--- config.mk ---
export PLATFORM = sky130hd
export DESIGN_NAME = pipe_mem_stage
export DESIGN_NICKNAME = d
export VERILOG_FILES = /design/src/rtl/pipe_mem_stage_pkg.sv /design/src/rtl/pipe_mem_stage_mwreg.sv /design/src/rtl/pipe_mem_stage.sv
export SDC_FILE = /design/constraint.sdc
export NUM_CORES = 1
export LEC_CHECK = 0
export CAP_MARGIN = 20
export CORE_ASPECT_RATIO = 0.9
export CORE_MARGIN = 1
export CORE_UTILIZATION = 37
export CTS_BUF_LIST = sky130_fd_sc_hd__clkbuf_4
export DETAILED_ROUTE_END_ITERATION = 8
export GPL_ROUTABILITY_DRIVEN = 0
export GPL_TIMING_DRIVEN = 1
export MAX_ROUTING_LAYER = met4
export PLACE_DENSITY = 0.82
export SYNTH_ARGS = -nofsm -noshare
export SYNTH_HDL_FRONTEND = slang
export SYNTH_SLANG_ARGS = --single-unit
--- constraint.sdc ---
create_clock -name clock -period 1.4 [get_ports clock]
set_clock_uncertainty 0.1 [all_clocks]
set_input_delay 0.14 -clock clock [delete_from_list [all_inputs] [get_ports clock]]
set_output_delay 0.14 -clock clock [all_outputs]
set_load 0.005 [all_outputs]
--- src/rtl/pipe_mem_stage_pkg.sv ---
// Shared types and constants for the MEM pipeline stage.
//   mem_state_e : MEM access FSM encodings (MS_IDLE, MS_WAIT)
//   mw_t        : MEM/WB boundary payload
//   BUBBLE_*    : control values written when a bubble enters MEM/WB
package pipe_mem_stage_pkg;

    localparam int unsigned XLEN = 32;
    localparam int unsigned RN_W = 5;

    typedef enum logic {
        MS_IDLE = 1'b0,
        MS_WAIT = 1'b1
    } mem_state_e;

    typedef struct packed {
        logic            wreg;
        logic            m2reg;
        logic [XLEN-1:0] mo;
        logic [XLEN-1:0] alu;
        logic [RN_W-1:0] rn;
    } mw_t;

    localparam logic BUBBLE_WREG  = 1'b0;
    localparam logic BUBBLE_M2REG = 1'b0;

endpackage

--- src/rtl/pipe_mem_stage_mwreg.sv ---
// MEM/WB pipeline register with bubble insertion.
//   clock, reset : rising-edge clock, synchronous active-high reset (clears all fields)
//   en           : capture d this edge
//   bub          : when not capturing, clear the control bits; data fields hold
//   d, q         : MEM/WB payload in / registered out
module pipe_mem_stage_mwreg
    import pipe_mem_stage_pkg::*;
(
    input  logic clock,
    input  logic reset,
    input  logic en,
    input  logic bub,
    input  mw_t  d,
    output mw_t  q
);

    always_ff @(posedge clock) begin
        if (reset) begin
            q <= '0;
        end else if (en) begin
            q <= d;
        end else if (bub) begin
            q.wreg  <= BUBBLE_WREG;
            q.m2reg <= BUBBLE_M2REG;
        end
    end

endmodule

--- src/rtl/pipe_mem_stage.sv ---
// MEM stage: issues data-memory accesses from the EX/MEM register, stalls the
// upstream pipeline while the memory is busy and fills the MEM/WB register.
//   clock, reset            : rising-edge clock, synchronous active-high reset
//   mwreg..mrn              : EX/MEM register outputs
//   dmem_req/we/addr/wdata  : request bus (combinational)
//   dmem_ready, dmem_rdata  : memory completion and read data
//   mem_stall               : hold upstream stages (combinational)
//   mem_misalign            : pulse, misaligned access dropped
//   mem_timeout             : pulse, access aborted after TIMEOUT wait cycles
//   wwreg..wrn              : MEM/WB register outputs
// Build option: define MEM_TIMEOUT_EN to enable the wait-cycle abort counter.
module pipe_mem_stage
    import pipe_mem_stage_pkg::*;
#(
    parameter int unsigned AW      = 32,
    parameter int unsigned TIMEOUT = 16
) (
    input  logic            clock,
    input  logic            reset,
    input  logic            mwreg,
    input  logic            mm2reg,
    input  logic            mwmem,
    input  logic [XLEN-1:0] malu,
    input  logic [XLEN-1:0] mb,
    input  logic [RN_W-1:0] mrn,
    output logic            dmem_req,
    output logic            dmem_we,
    output logic [AW-1:0]   dmem_addr,
    output logic [XLEN-1:0] dmem_wdata,
    input  logic            dmem_ready,
    input  logic [XLEN-1:0] dmem_rdata,
    output logic            mem_stall,
    output logic            mem_misalign,
    output logic            mem_timeout,
    output logic            wwreg,
    output logic            wm2reg,
    output logic [XLEN-1:0] wmo,
    output logic [XLEN-1:0] walu,
    output logic [RN_W-1:0] wrn
);

    mem_state_e state_q, state_d;

    logic memop, aligned, is_load;
    logic req_c, stall_c, misalign_c, timeout_c, complete_c;
    mw_t  mw_d, mw_q;

    // A combined load+store is treated as a store.
    assign memop   = mm2reg | mwmem;
    assign aligned = (malu[1:0] == 2'b00);
    assign is_load = mm2reg & ~mwmem;

`ifdef MEM_TIMEOUT_EN
    localparam int unsigned CNT_W = (TIMEOUT > 1) ? $clog2(TIMEOUT) : 1;

    logic [CNT_W-1:0] cnt_q, cnt_d;
    logic             cnt_last;

    assign cnt_last = (cnt_q == CNT_W'(TIMEOUT - 1));

    // Counts cycles spent in WAIT for the current access.
    always_ff @(posedge clock) begin
        if (reset) begin
            cnt_q <= '0;
        end else begin
            cnt_q <= cnt_d;
        end
    end
`else
    logic unused_timeout;
    assign unused_timeout = ^TIMEOUT;
`endif

    // FSM state register.
    always_ff @(posedge clock) begin
        if (reset) begin
            state_q <= MS_IDLE;
        end else begin
            state_q <= state_d;
        end
    end

    // Next state, bus request, stall and MEM/WB capture decision.
    always_comb begin
        state_d    = state_q;
        req_c      = 1'b0;
        stall_c    = 1'b0;
        misalign_c = 1'b0;
        timeout_c  = 1'b0;
        complete_c = 1'b0;
`ifdef MEM_TIMEOUT_EN
        cnt_d      = cnt_q;
`endif
        if (!reset) begin
            case (state_q)
                MS_IDLE: begin
                    if (!memop) begin
                        complete_c = 1'b1;
                    end else if (!aligned) begin
                        misalign_c = 1'b1;
                    end else begin
                        req_c = 1'b1;
                        if (dmem_ready) begin
                            complete_c = 1'b1;
                        end else begin
                            stall_c = 1'b1;
                            state_d = MS_WAIT;
`ifdef MEM_TIMEOUT_EN
                            cnt_d   = '0;
`endif
                        end
                    end
                end
                MS_WAIT: begin
                    req_c = 1'b1;
                    if (dmem_ready) begin
                        complete_c = 1'b1;
                        state_d    = MS_IDLE;
                    end else begin
`ifdef MEM_TIMEOUT_EN
                        // Abort: drop the request and release the stall this cycle.
                        if (cnt_last) begin
                            req_c     = 1'b0;
                            timeout_c = 1'b1;
                            state_d   = MS_IDLE;
                        end else begin
                            stall_c = 1'b1;
                            cnt_d   = cnt_q + CNT_W'(1);
                        end
`else
                        stall_c = 1'b1;
`endif
                    end
                end
                default: state_d = MS_IDLE;
            endcase
        end
    end

    assign dmem_req     = req_c;
    assign dmem_we      = mwmem;
    assign dmem_addr    = AW'(malu) & ~AW'(3);
    assign dmem_wdata   = mb;
    assign mem_stall    = stall_c;
    assign mem_misalign = misalign_c;
    assign mem_timeout  = timeout_c;

    // Non-load results clear wmo so stale load data never reaches WB.
    always_comb begin
        mw_d.wreg  = mwreg;
        mw_d.m2reg = is_load;
        mw_d.mo    = is_load ? dmem_rdata : '0;
        mw_d.alu   = malu;
        mw_d.rn    = mrn;
    end

    pipe_mem_stage_mwreg u_mwreg (
        .clock (clock),
        .reset (reset),
        .en    (complete_c),
        .bub   (~complete_c),
        .d     (mw_d),
        .q     (mw_q)
    );

    assign wwreg  = mw_q.wreg;
    assign wm2reg = mw_q.m2reg;
    assign wmo    = mw_q.mo;
    assign walu   = mw_q.alu;
    assign wrn    = mw_q.rn;

endmodule
==> metrics.csv <==
metric,value,unit
Yosys reg bits,72,
peak supply drop,0.472,mV
Fmax,660,MHz
cell breakdown of the critical path,o21bai_4 -> a2bb2oi_4 -> buf_12 -> buf_12 -> buf_12 -> mux2i_1,
drt wl/cell,14.2,µm
Max-cap violations,0,
DR DRC count,0,
clock net sink count,72,
Initial Util,38.3,%
Synth area leaders,"dfxtp_1 39%, mux2i_1 18%, nand2b_1 18%",
Synth area leader,dfxtp_1,
r2r endpoint,u_mwreg.q[65],
CP max-delay cell,dfxtp_4,
Worst Hold Path EP,u_mwreg.q[7],
Comb pwr share,24.9,%
largest net degree at the start of global routing,44,
synth unique cells,18,
hold depth,3,
cell mode on critical path,buf_12,
layout cell share with drive strength beyond 1,23.3,%
WP data arrival,1730,ps
status,finished with violations,
"CTS clk-pin slew, worst paths",110,ps
setup TNS,-4070,ps
Startpoint Class,register,
antenna violations before repair,0,
root buffer cell,clkbuf_4,
classification of the worst setup path,reg -> reg,
hold_sp,malu[2],
sequential share of power,50.5,%
Final nets,632,
Port Buf Inserts,179,
Post-DP Area,5260,µm²
Hold WC Path Type,in -> reg,
Sw Share,25.7,%
first-pass GRT wire length,14000,µm
fill count,855,
NetSw,1.12,mW
sequential-to-total area share from yosys stat,38.6,%
hold slack,86.0,ps
All-Layer GR Usage,17.5,%
DR vias/cell,4.48,
Fin. Hold Viols,0,
R2R cell count,6,
# setup viols final,64,
deepest clock path buffer count,2,
Tcrit/Tclk final,108,%
Post-Syn Area,3730,µm²
via count,2934,
CORE AREA,9740,µm²
leakage,2.83,nW
Setup WS post-layout,-114,ps
max-slew violations,0,
area delta synth->final,51.1,%
drt first pass iters,4,
Final min period,1510,ps
H-tree depth,3,
vias in the first global route,3016,
IO Count,247,
syn_area_per_cell,9.83,µm²
Ant. Diodes,0,
CP max FO,8,
r2r startpoint,state_q,
DP HPWL,6350,µm
crit end category,register,
top cell type's share of synthesized area,38.6,%
fin area,5640,µm²
synthesis warning total,0,
CP required,1610,ps
Internal Power,3.25,mW
R2R Setup Slk,-110,ps
clk_lat worst skew,370,ps
Clock Power Share,24.6,%
die width,108,µm
grt ovf,0,
Die Area,10500,µm²
power per cell area,776,nW/µm²
Routed Wire Length,9320,µm
TritonCTS clock tree,done,
RSZ-0062 raised after global routing,yes,
CP max stage delay,360,ps
Starting DRT DRC Count,39,
Cells after Synth,380,
row count,34,
DIE HEIGHT,97.3,µm
"antenna viol nets, final",0,
CTS Buf Count,9,
failing checks,negative setup slack,
cell type report:
cell class | instances | area (µm²) | share of cell area, %
clock buffer | 11 | 82.6 | 1.46
clock inverter | 4 | 22.5 | 0.399
multi-input combinational | 221 | 1630 | 28.9
sequential | 72 | 1510 | 26.8
tap | 126 | 158 | 2.79
timing repair buffer | 221 | 2240 | 39.6
worst max path at each step:
stage / slack (ps) / start / cells past startpoint / to
finish: -110 / state_q / 6 / u_mwreg.q[65]
global route: -170 / state_q / 6 / u_mwreg.q[49]
CTS: -110 / state_q / 4 / u_mwreg.q[15]
detailed placement: -530 / malu[0] / 5 / mem_stall
global placement: -500 / malu[0] / 5 / mem_stall
floorplan: 120 / state_q / 5 / u_mwreg.q[0]
cells by family after synthesis:
group / Yosys count / share of synthesized area [%]
buf+inv: 89 / 19.1
compound gates: 3 / 1.04
mux: 69 / 18.5
other cells: 1 / 0.100
flops: 72 / 38.6
simple gates: 146 / 22.7
timing repair:
| action | CTS | global route |
|---|---|---|
| gates resized for setup | 145 | 27 |
| hold endpoints to repair | 1 | 0 |
| setup buffers | 8 | 5 |
| pin swaps | 4 | 3 |
| gates cloned | 1 | 3 |
| hold buffers | 1 | 0 |
| endpoints found under the setup margin | 81 | 82 |
synthesized netlist by cell type:
cell type	n
buf_2	1
mux2i_1	69
dfxtp_1	72
conb_1	1
nand2_1	32
nor3_1	1
or2_4	1
nand2b_1	106
clkbuf_1	14
buf_4	66
nor3b_1	1
a21oi_1	1
and2b_2	1
a2bb2oi_2	1
o21bai_4	1
nor2_1	2
buf_12	8
nor3b_2	2
per-layer routing:
metal / track usage (%) / vias up / wire [µm]
li1: - / 1435 / -
met1: 18.6 / 1365 / 3760
met2: 31.2 / 111 / 4910
met3: 4.63 / 23 / 546
met4: 5.58 / 0 / 99
met5: - / - / 0
per-stage QoR:
| stage | power (mW) | instances | util, % | setup slack [ps] |
|---|---|---|---|---|
| global placement | 3.28 | 622 | 54.0 | -498 |
| CTS | 4.39 | 647 | 55.9 | -110 |
| finish | 4.38 | 655 | 57.9 | -114 |
| detailed placement | 3.30 | 622 | 54.0 | -525 |
| floorplan | 2.82 | 382 | - | 119 |
| global route | 4.63 | 655 | 57.9 | -166 |
registers in the layout (all words and copies together), names as in the netlist:
register   count
u_mwreg.q     71
state_q        1
power by group through the flow:
stage / logic [mW] / clock network [mW] / registers (mW)
2_1_floorplan: 0.568 / 0 / 2.26
4_1_cts: 1.02 / 1.15 / 2.21
5_1_grt: 1.16 / 1.24 / 2.22
3_3_place_gp: 1.03 / 0 / 2.24
3_5_place_dp: 1.05 / 0 / 2.25
6_report: 1.09 / 1.08 / 2.21
placed cells by master, fill, tap and decap left out, types with 7 or more instances in the layout:
| master | count |
|---|---|
| dfxtp_1 | 17 |
| clkbuf_4 | 11 |
| dfxtp_2 | 54 |
| clkdlybuf4s50_1 | 86 |
| dlygate4sd2_1 | 76 |
| buf_6 | 7 |
| buf_4 | 21 |
| nand2_1 | 32 |
| dlymetal6s2s_1 | 13 |
| nand2b_1 | 106 |
| buf_12 | 8 |
| mux2i_1 | 69 |
worst max-delay path: cells and delay by family (launching register included):
kind | cells | cell delay, ps
AOI/OAI and AO/OA | 2 | 400
buffers and inverters | 3 | 400
DFF | 1 | 360
muxes | 1 | 190
No activity file was read; power rests on OpenSTA's default activity.
